`config.mk`:
```
export PLATFORM = sky130hd
export DESIGN_NAME = mult16_seq_ctrl
export DESIGN_NICKNAME = d
export VERILOG_FILES = /design/src/rtl/mult16_seq_ctrl.sv
export SDC_FILE = /design/constraint.sdc
export NUM_CORES = 1
export LEC_CHECK = 0
export BUFFER_PORTS_ARGS = -buffer_cell sky130_fd_sc_hd__clkbuf_2
export CORE_MARGIN = 4
export CORE_UTILIZATION = 55
export DETAILED_ROUTE_END_ITERATION = 8
export PLACE_DENSITY = 0.75
export SETUP_SLACK_MARGIN = 0.1
export SYNTH_ARGS = -nofsm -noshare
export SYNTH_HDL_FRONTEND = slang
export SYNTH_SLANG_ARGS = --single-unit
```
`constraint.sdc`:
```
create_clock -name nvdla_core_clk -period 6.8 [get_ports nvdla_core_clk]
set_clock_uncertainty 0.05 [all_clocks]
set_input_delay 1.36 -clock nvdla_core_clk [delete_from_list [all_inputs] [get_ports nvdla_core_clk]]
set_output_delay 1.36 -clock nvdla_core_clk [all_outputs]
set_load 0.1 [all_outputs]
```
`src/rtl/mult16_seq_ctrl.sv`:
```
// rtl/mult16_seq_ctrl.sv - signed 16x16 multiply sequenced over one shared 8x8 unit
//
// Purpose: accepts two signed 16-bit operands and converts them to magnitudes.
// It schedules up to four 8x8 partial products on an external combinational
// unsigned multiplier and accumulates them. It then re-applies the sign as
// {sgn, t[30:0]}, so a zero magnitude with a negative sign reads 0x80000000.
//
// Ports:
//   nvdla_core_clk  clock, rising edge
//   nvdla_core_rst  asynchronous active-high reset
//   in_valid/in_ready/in_a/in_b      operand handshake and two's-complement operands
//   mul_en/mul_a/mul_b/mul_p         shared 8x8 multiplier port (mul_p same cycle)
//   out_valid/out_ready/out_data     result handshake and formatted signed result
//   busy            high whenever the sequencer is not idle
module mult16_seq_ctrl #(
  parameter bit ZERO_SKIP = 1'b1
) (
  input  logic        nvdla_core_clk,
  input  logic        nvdla_core_rst,
  input  logic        in_valid,
  output logic        in_ready,
  input  logic [15:0] in_a,
  input  logic [15:0] in_b,
  output logic        mul_en,
  output logic [7:0]  mul_a,
  output logic [7:0]  mul_b,
  input  logic [15:0] mul_p,
  output logic        out_valid,
  input  logic        out_ready,
  output logic [31:0] out_data,
  output logic        busy
);

  typedef enum logic [1:0] {IDLE, MUL, DONE} state_t;

  state_t      state, state_nxt;
  logic [15:0] mag_a, mag_b;
  logic        sgn;
  logic [3:0]  sched;
  logic [1:0]  phase;
  logic [31:0] acc;
  logic [31:0] out_data_r;

  logic [15:0] in_mag_a, in_mag_b;
  logic [3:0]  in_sched;
  logic        in_sgn;
  logic        can_take, accept;
  logic [3:0]  later;
  logic        last;
  logic [31:0] sh_p, acc_sum;

  // Bit k set means phase k needs the multiplier: P0 aL*bL, P1 aH*bL, P2 aL*bH, P3 aH*bH.
  function automatic logic [3:0] sched_of(input logic [15:0] ma, input logic [15:0] mb);
    logic al, ah, bl, bh;
    al = |ma[7:0];
    ah = |ma[15:8];
    bl = |mb[7:0];
    bh = |mb[15:8];
    if (ZERO_SKIP == 1'b0) return 4'hF;
    return {ah & bh, al & bh, ah & bl, al & bl};
  endfunction

  function automatic logic [1:0] lowest(input logic [3:0] m);
    if (m[0]) return 2'd0;
    if (m[1]) return 2'd1;
    if (m[2]) return 2'd2;
    return 2'd3;
  endfunction

  // Sign is carried in bit 31 even for a zero magnitude; downstream relies on it.
  function automatic logic [31:0] fmt(input logic [31:0] m, input logic s);
    logic [31:0] t;
    t = s ? (~m + 32'd1) : m;
    return {s, t[30:0]};
  endfunction

  // 0x8000 negates to itself, which is the correct unsigned magnitude.
  assign in_mag_a = in_a[15] ? (~in_a + 16'd1) : in_a;
  assign in_mag_b = in_b[15] ? (~in_b + 16'd1) : in_b;
  assign in_sgn   = in_a[15] ^ in_b[15];
  assign in_sched = sched_of(in_mag_a, in_mag_b);

  assign can_take = (state == IDLE) || ((state == DONE) && out_ready);
  assign accept   = in_valid && can_take;
  assign in_ready = can_take && !nvdla_core_rst;

  // Phases still pending after the current one; none left means this is the final edge.
  assign later = sched & (4'hF << ({1'b0, phase} + 3'd1));
  assign last  = (later == 4'h0);

  always_comb begin
    sh_p = 32'h0;
    case (phase)
      2'd0:    sh_p = {16'h0, mul_p};
      2'd1:    sh_p = {8'h0, mul_p, 8'h0};
      2'd2:    sh_p = {8'h0, mul_p, 8'h0};
      default: sh_p = {mul_p, 16'h0};
    endcase
  end

  assign acc_sum = acc + sh_p;

  always_ff @(posedge nvdla_core_clk or posedge nvdla_core_rst) begin
    if (nvdla_core_rst) state <= IDLE;
    else                state <= state_nxt;
  end

  always_comb begin
    state_nxt = state;
    mul_en    = 1'b0;
    mul_a     = 8'h00;
    mul_b     = 8'h00;
    case (state)
      IDLE: begin
        if (accept) state_nxt = (in_sched == 4'h0) ? DONE : MUL;
      end
      MUL: begin
        mul_en = 1'b1;
        case (phase)
          2'd0: begin mul_a = mag_a[7:0];  mul_b = mag_b[7:0];  end
          2'd1: begin mul_a = mag_a[15:8]; mul_b = mag_b[7:0];  end
          2'd2: begin mul_a = mag_a[7:0];  mul_b = mag_b[15:8]; end
          default: begin mul_a = mag_a[15:8]; mul_b = mag_b[15:8]; end
        endcase
        if (last) state_nxt = DONE;
      end
      DONE: begin
        if (out_ready) begin
          if (in_valid) state_nxt = (in_sched == 4'h0) ? DONE : MUL;
          else          state_nxt = IDLE;
        end
      end
      default: state_nxt = IDLE;
    endcase
  end

  always_ff @(posedge nvdla_core_clk or posedge nvdla_core_rst) begin
    if (nvdla_core_rst) begin
      mag_a      <= 16'h0;
      mag_b      <= 16'h0;
      sgn        <= 1'b0;
      sched      <= 4'h0;
      phase      <= 2'd0;
      acc        <= 32'h0;
      out_data_r <= 32'h0;
    end else if (accept) begin
      mag_a <= in_mag_a;
      mag_b <= in_mag_b;
      sgn   <= in_sgn;
      sched <= in_sched;
      acc   <= 32'h0;
      phase <= lowest(in_sched);
      if (in_sched == 4'h0) out_data_r <= fmt(32'h0, in_sgn);
    end else if (state == MUL) begin
      acc <= acc_sum;
      if (last) out_data_r <= fmt(acc_sum, sgn);
      else      phase      <= lowest(later);
    end
  end

  assign out_data  = out_data_r;
  assign out_valid = (state == DONE);
  assign busy      = (state != IDLE);

endmodule
```
* Word level (Yosys, flattened, before mapping) *
Cells that the tools add are included.

word-level totals
  register bits = 105
  latch bits = 0
  bits in writable memories = 0
  bits in read-only memories = 0
  input port bits = 52
  output and inout bits = 52
  memories = 0

operators by class
  $add $sub $neg = 5
  multipliers = 0
  divide/modulo/power cells = 0
  $lt $le $gt $ge = 0
  eq/ne operators = 9
  shifts and indexed selects = 1
  multiplexer cells = 60
  bitwise operators = 9
  reductions and logical operators = 22

operator list
  operator               count
  $mux 32                6
  $pmux 32 s2            1
  $mux 2                 20
  $add 16x1->16 const B  2
  $add 32x32->32         1
  $mux 16                2
  $mux 8                 4
  $not 16->16            2
  $reduce_or 8->1        4
  $add 31x1->31 const B  1
  $mux 31                1
  $not 31->31            1
  $mux 1                 25
  $logic_not 4->1        2
  $ne 2x2->1 const B     3
  $pmux 2 s3             1
  $reduce_and 3->1       2
  $reduce_bool 2->1      3
  $reduce_or 2->1        3
  $and 1x1->1            4
  $and 4x4->4            1
  $eq 2x1->1 const B     2
  $eq 2x2->1 const B     2
  $logic_not 2->1        2
  8 further kinds        11

* Longest topological paths before layout *
  depth after elaboration = 22
  mapped depth = 18

* Worst setup path after synthesis *
OpenSTA, ideal clock, no wires.

  path type = input to output
  from = input port nvdla_core_rst
  to = output port in_ready
  arrival time = 4500 ps
  setup slack = 890 ps
  stages = 2
  cells stage by stage = inv_1 -> and2_1

on the way
  cells in the longest elaborated chain, start to end = 2

ends and longest elaborated chain
  what                       line  text
  start, declared            19    input logic nvdla_core_rst,
  $logic_not 1->1 (no line)  n/a
  $logic_and 1x1->1          85    assign in_ready = can_take && !nvdla_core_rst;
  end, declared              21    output logic in_ready,

No other way between the ends.

* Final worst setup path *
  from = register phase[0]
  to = register out_data_r[28] (netlist: out_data[28])

on the way
  cells in the longest elaborated chain, start to end = 10
  elaborated cells between the ends (all ways) = 18
  classes of those cells = 3 x add/sub; 2 x eq/ne; 1 x shift; 5 x mux; 2 x bitwise; 5 x reduce/logical

ends and longest elaborated chain
  what                                      line  text
  start, declared                           40    logic [1:0] phase;
  start signal, assigned                    152   phase <= lowest(in_sched);
  start signal, assigned                    157   else phase <= lowest(later);
  $eq 2x2->1 or $eq 2x1->1 (tied branches)  93    case (phase)
  $reduce_or 2->1 (no line)                 n/a
  $pmux 32 s2                               93
  $add 32x32->32                            101   assign acc_sum = acc + sh_p;
  $not 31->31                               73    t = s ? (~m + 32'd1) : m;
  $add 31x1->31                             73
  $mux 31                                   73
  $mux 32                                   156   if (last) out_data_r <= fmt(acc_sum, sgn);
  $mux 32                                   154   end else if (state == MUL) begin
  $mux 32                                   146   end else if (accept) begin
  end signal, assigned                      153   if (in_sched == 4'h0) out_data_r <= fmt(32'h0, in_sgn);
  end signal, assigned                      156
  end, declared                             42    logic [31:0] out_data_r;

Parallel ways exist; a longest one is shown, timed or not. The select of a mux whose other input is x is not followed.
A chain may end at the register's enable or synchronous reset.

==> impl_metrics.csv <==
group,metric,value,unit
clock_tree,post_cts_resized,0,
clock_tree,clk_latency,0.37,ns
routing,drt-initial-drc-count,434,
timing,max_freq,197,MHz
synth,synth_top_family_by_area,"compound AO/OA/AOI/OAI gates",
synth,synthMuxAreaShare,1.20,%
cells_and_area,ff_latch_area,2600,µm²
floorplan,die_h,129,µm
synth,synth_adder_area_share,6.19,%
synth,yosysMostFrequentCell,"nand2_1",
critical_path,cp.arrival,5.28,ns
cells_and_area,final_nets,1136,
min_path,min_path_type,"flop to flop",
synth,synth_xor_area_share,8.64,%
clock_tree,cts_buffers,9,
synth,syn-num-nets,1071,
synth,synth_ff_type,"dfrtp_1",
clock_tree,cts_root_buf,"clkbuf_16",
critical_path,crit_path_end_kind,"flop",
synth,ys_ff_latch,104,
cells_and_area,syn_to_final_growth,11.1,%
floorplan,die_w,129,µm
cells_and_area,drive_gt1_share,15.0,%
cells_and_area,antenna_cells,0,
timing,fin_crit,5.07,ns
synth,synth_area,8010,µm²
synth,synthTopCellsByCount,"nand2_1 (149), o21ai_0 (111), dfrtp_1 (104), a21oi_1 (54), nor2_1 (53)",
placement,hpwl,16600,µm
synth,synth_area_leaders,"dfrtp_1 (32%), nand2_1 (7.0%), o21ai_0 (6.9%)",
clock_tree,path_clk_slew,0.08,ns
routing,wl_per_cell,17.8,µm
synth,yosysSeqAreaShare,32.5,%
placement,port_buffers,103,
global_route,grt_first_pass_wirelength,35800,µm
clock_tree,clockBufferDepth,2,
global_route,grt_usage,26.9,%
synth,synth_top_cell_by_area,"dfrtp_1",
floorplan,rows,43,
run,drv_cap,0,
clock_tree,clock_sinks,104,
cells_and_area,utilization,63.1,%
timing,fin_setup_tns,0,ns
timing,slew_violations,0,
cells_and_area,fillers,1308,
clock_tree,cts_htree_levels,3,
clock_tree,post_cts_buffers,0,
routing,antenna_left,0,
cells_and_area,multi_input_area,5120,µm²
synth,yosys.cell_types.count,83,
synth,avgSynthCellArea,8.17,µm²
clock_tree,cts_tree,"done",
synth,synth-simple-area-share,23.1,%
run_status,status,"completed",
synth,synth-compound-area-share,24.7,%
floorplan,start_util,56.8,%
synth,synth-edff-count,0,
routing,num_vias,7476,
critical_path,crit_required,7.01,ns
timing,relSlewSlack,32.9,%
routing,routed_wl,21900,µm
global_route,antenna_found_initial,0,
timing,setup-violations-final,0,
global_route,grt_pass1_vias,7235,
floorplan,num_io_pins,104,
timing,rsz0062_at_grt,"false",
timing,worst_pin_slew,1.00,ns
timing,post-route-period-util,74.5,%
synth,syn_inst,980,
timing,hold_violations,0,
timing,layout_setup_ws,1.73,ns
floorplan,dieArea,16600,µm²
critical_path,crit_path_start_kind,"flop",
global_route,grt.overflow.total,0,
clock_tree,postCtsHoldBufs,0,
global_route,grt_max_degree,92,
routing,avgViaCountPerCell,6.08,
routing,drt-pass1-iter-count,5,
critical_path,path_class,"flop to flop",
placement,pre_cts_slack,1.63,ns
placement,gp_congestion,0.932,
routing,drc_errors,0,
floorplan,core,14100,µm²
synth,async_reset_ff_share,100,%
synth,ys.warnings.count,0,
critical_path,crit_fanout,9,
synth,yosysTopAreaCellShare,32.5,%
==> cell families (layout without fill, tap and decap cells) <==
group / after synthesis / count (layout)
and+or+nand+nor: 375 / 375
AOI/OAI and AO/OA: 297 / 297
DFF: 104 / 104
xor gates and xnor gates: 79 / 79
buffers and inverters: 77 / 147
adders and majority gates: 39 / 39
muxes: 9 / 9
==> worst max-delay path: stages (launching register included) <==
cell	delay (ns)
dfrtp_1	0.41
inv_1	0.10
ha_1	0.56
nor2b_1	0.66
a22o_1	0.27
ha_1	0.29
nand2_1	0.13
a21oi_1	0.07
a221oi_2	0.35
a21boi_1	0.31
o221ai_1	0.16
a2111oi_1	0.81
or4_1	0.31
o31ai_1	0.10
xnor2_1	0.17
a22o_1	0.19
==> registers in the layout, summed over array words and instances, names as in the netlist <==
register  flops
state         2
phase         2
mag_b        16
mag_a        16
sgn           1
out_data     32
acc          31
sched         4
==> layout make-up <==
cell class	count	share of cell area [%]
Clock inverter	7	0.802
Clock buffer	9	2.53
Timing Repair Buffer	110	6.39
Sequential cell	104	29.3
Inverter	21	0.914
Tap cell	180	2.53
Multi-Input combinational cell	799	57.6
==> cells in the final DEF, fill, tap and decap left out, types with 35 or more instances in the layout <==
cell        n
nand2_1   148
o21ai_0   111
dfrtp_1   104
clkbuf_2  103
a21oi_1    54
nor2_1     53
nand3_1    45
xnor2_1    40
xor2_1     39
ha_1       38
a22o_1     35
==> path summary, 6_finish.rpt <==
path | start | end | slack [ns] | cells past startpoint
min reg2reg | mag_b[6] | mag_b[6] | 0.43 | 2
min | mag_b[6] | mag_b[6] | 0.43 | 2
max in group asynchronous | nvdla_core_rst | acc[5] | 4.50 | 3
max reg2reg | phase[0] | out_data[28] | 1.73 | 15
min in group asynchronous | nvdla_core_rst | out_data[10] | 0.92 | 2
max | phase[0] | out_data[28] | 1.73 | 15
==> stage by stage <==
step | area [µm²] | hold WS (ns) | cells
2_1_floorplan | 8010 | 0.389 | 980
3_3_place_gp | 8600 | 0.404 | 1214
3_5_place_dp | 8600 | 0.414 | 1214
4_1_cts | 8890 | 0.431 | 1230
5_1_grt | 8890 | 0.445 | 1230
6_report | 8890 | 0.428 | 1230
==> per-layer routing <==
layer / part of all wire (%) / track usage (%)
met1: 42 / 33.4
met2: 48 / 45.4
met4: 5.2 / 15.4
met5: 0 / 0
met3: 4.8 / 2.91
Power is left out: the tool's default activity adds up to more than one toggle a clock period on the data nets, which glitch-free logic cannot reach.
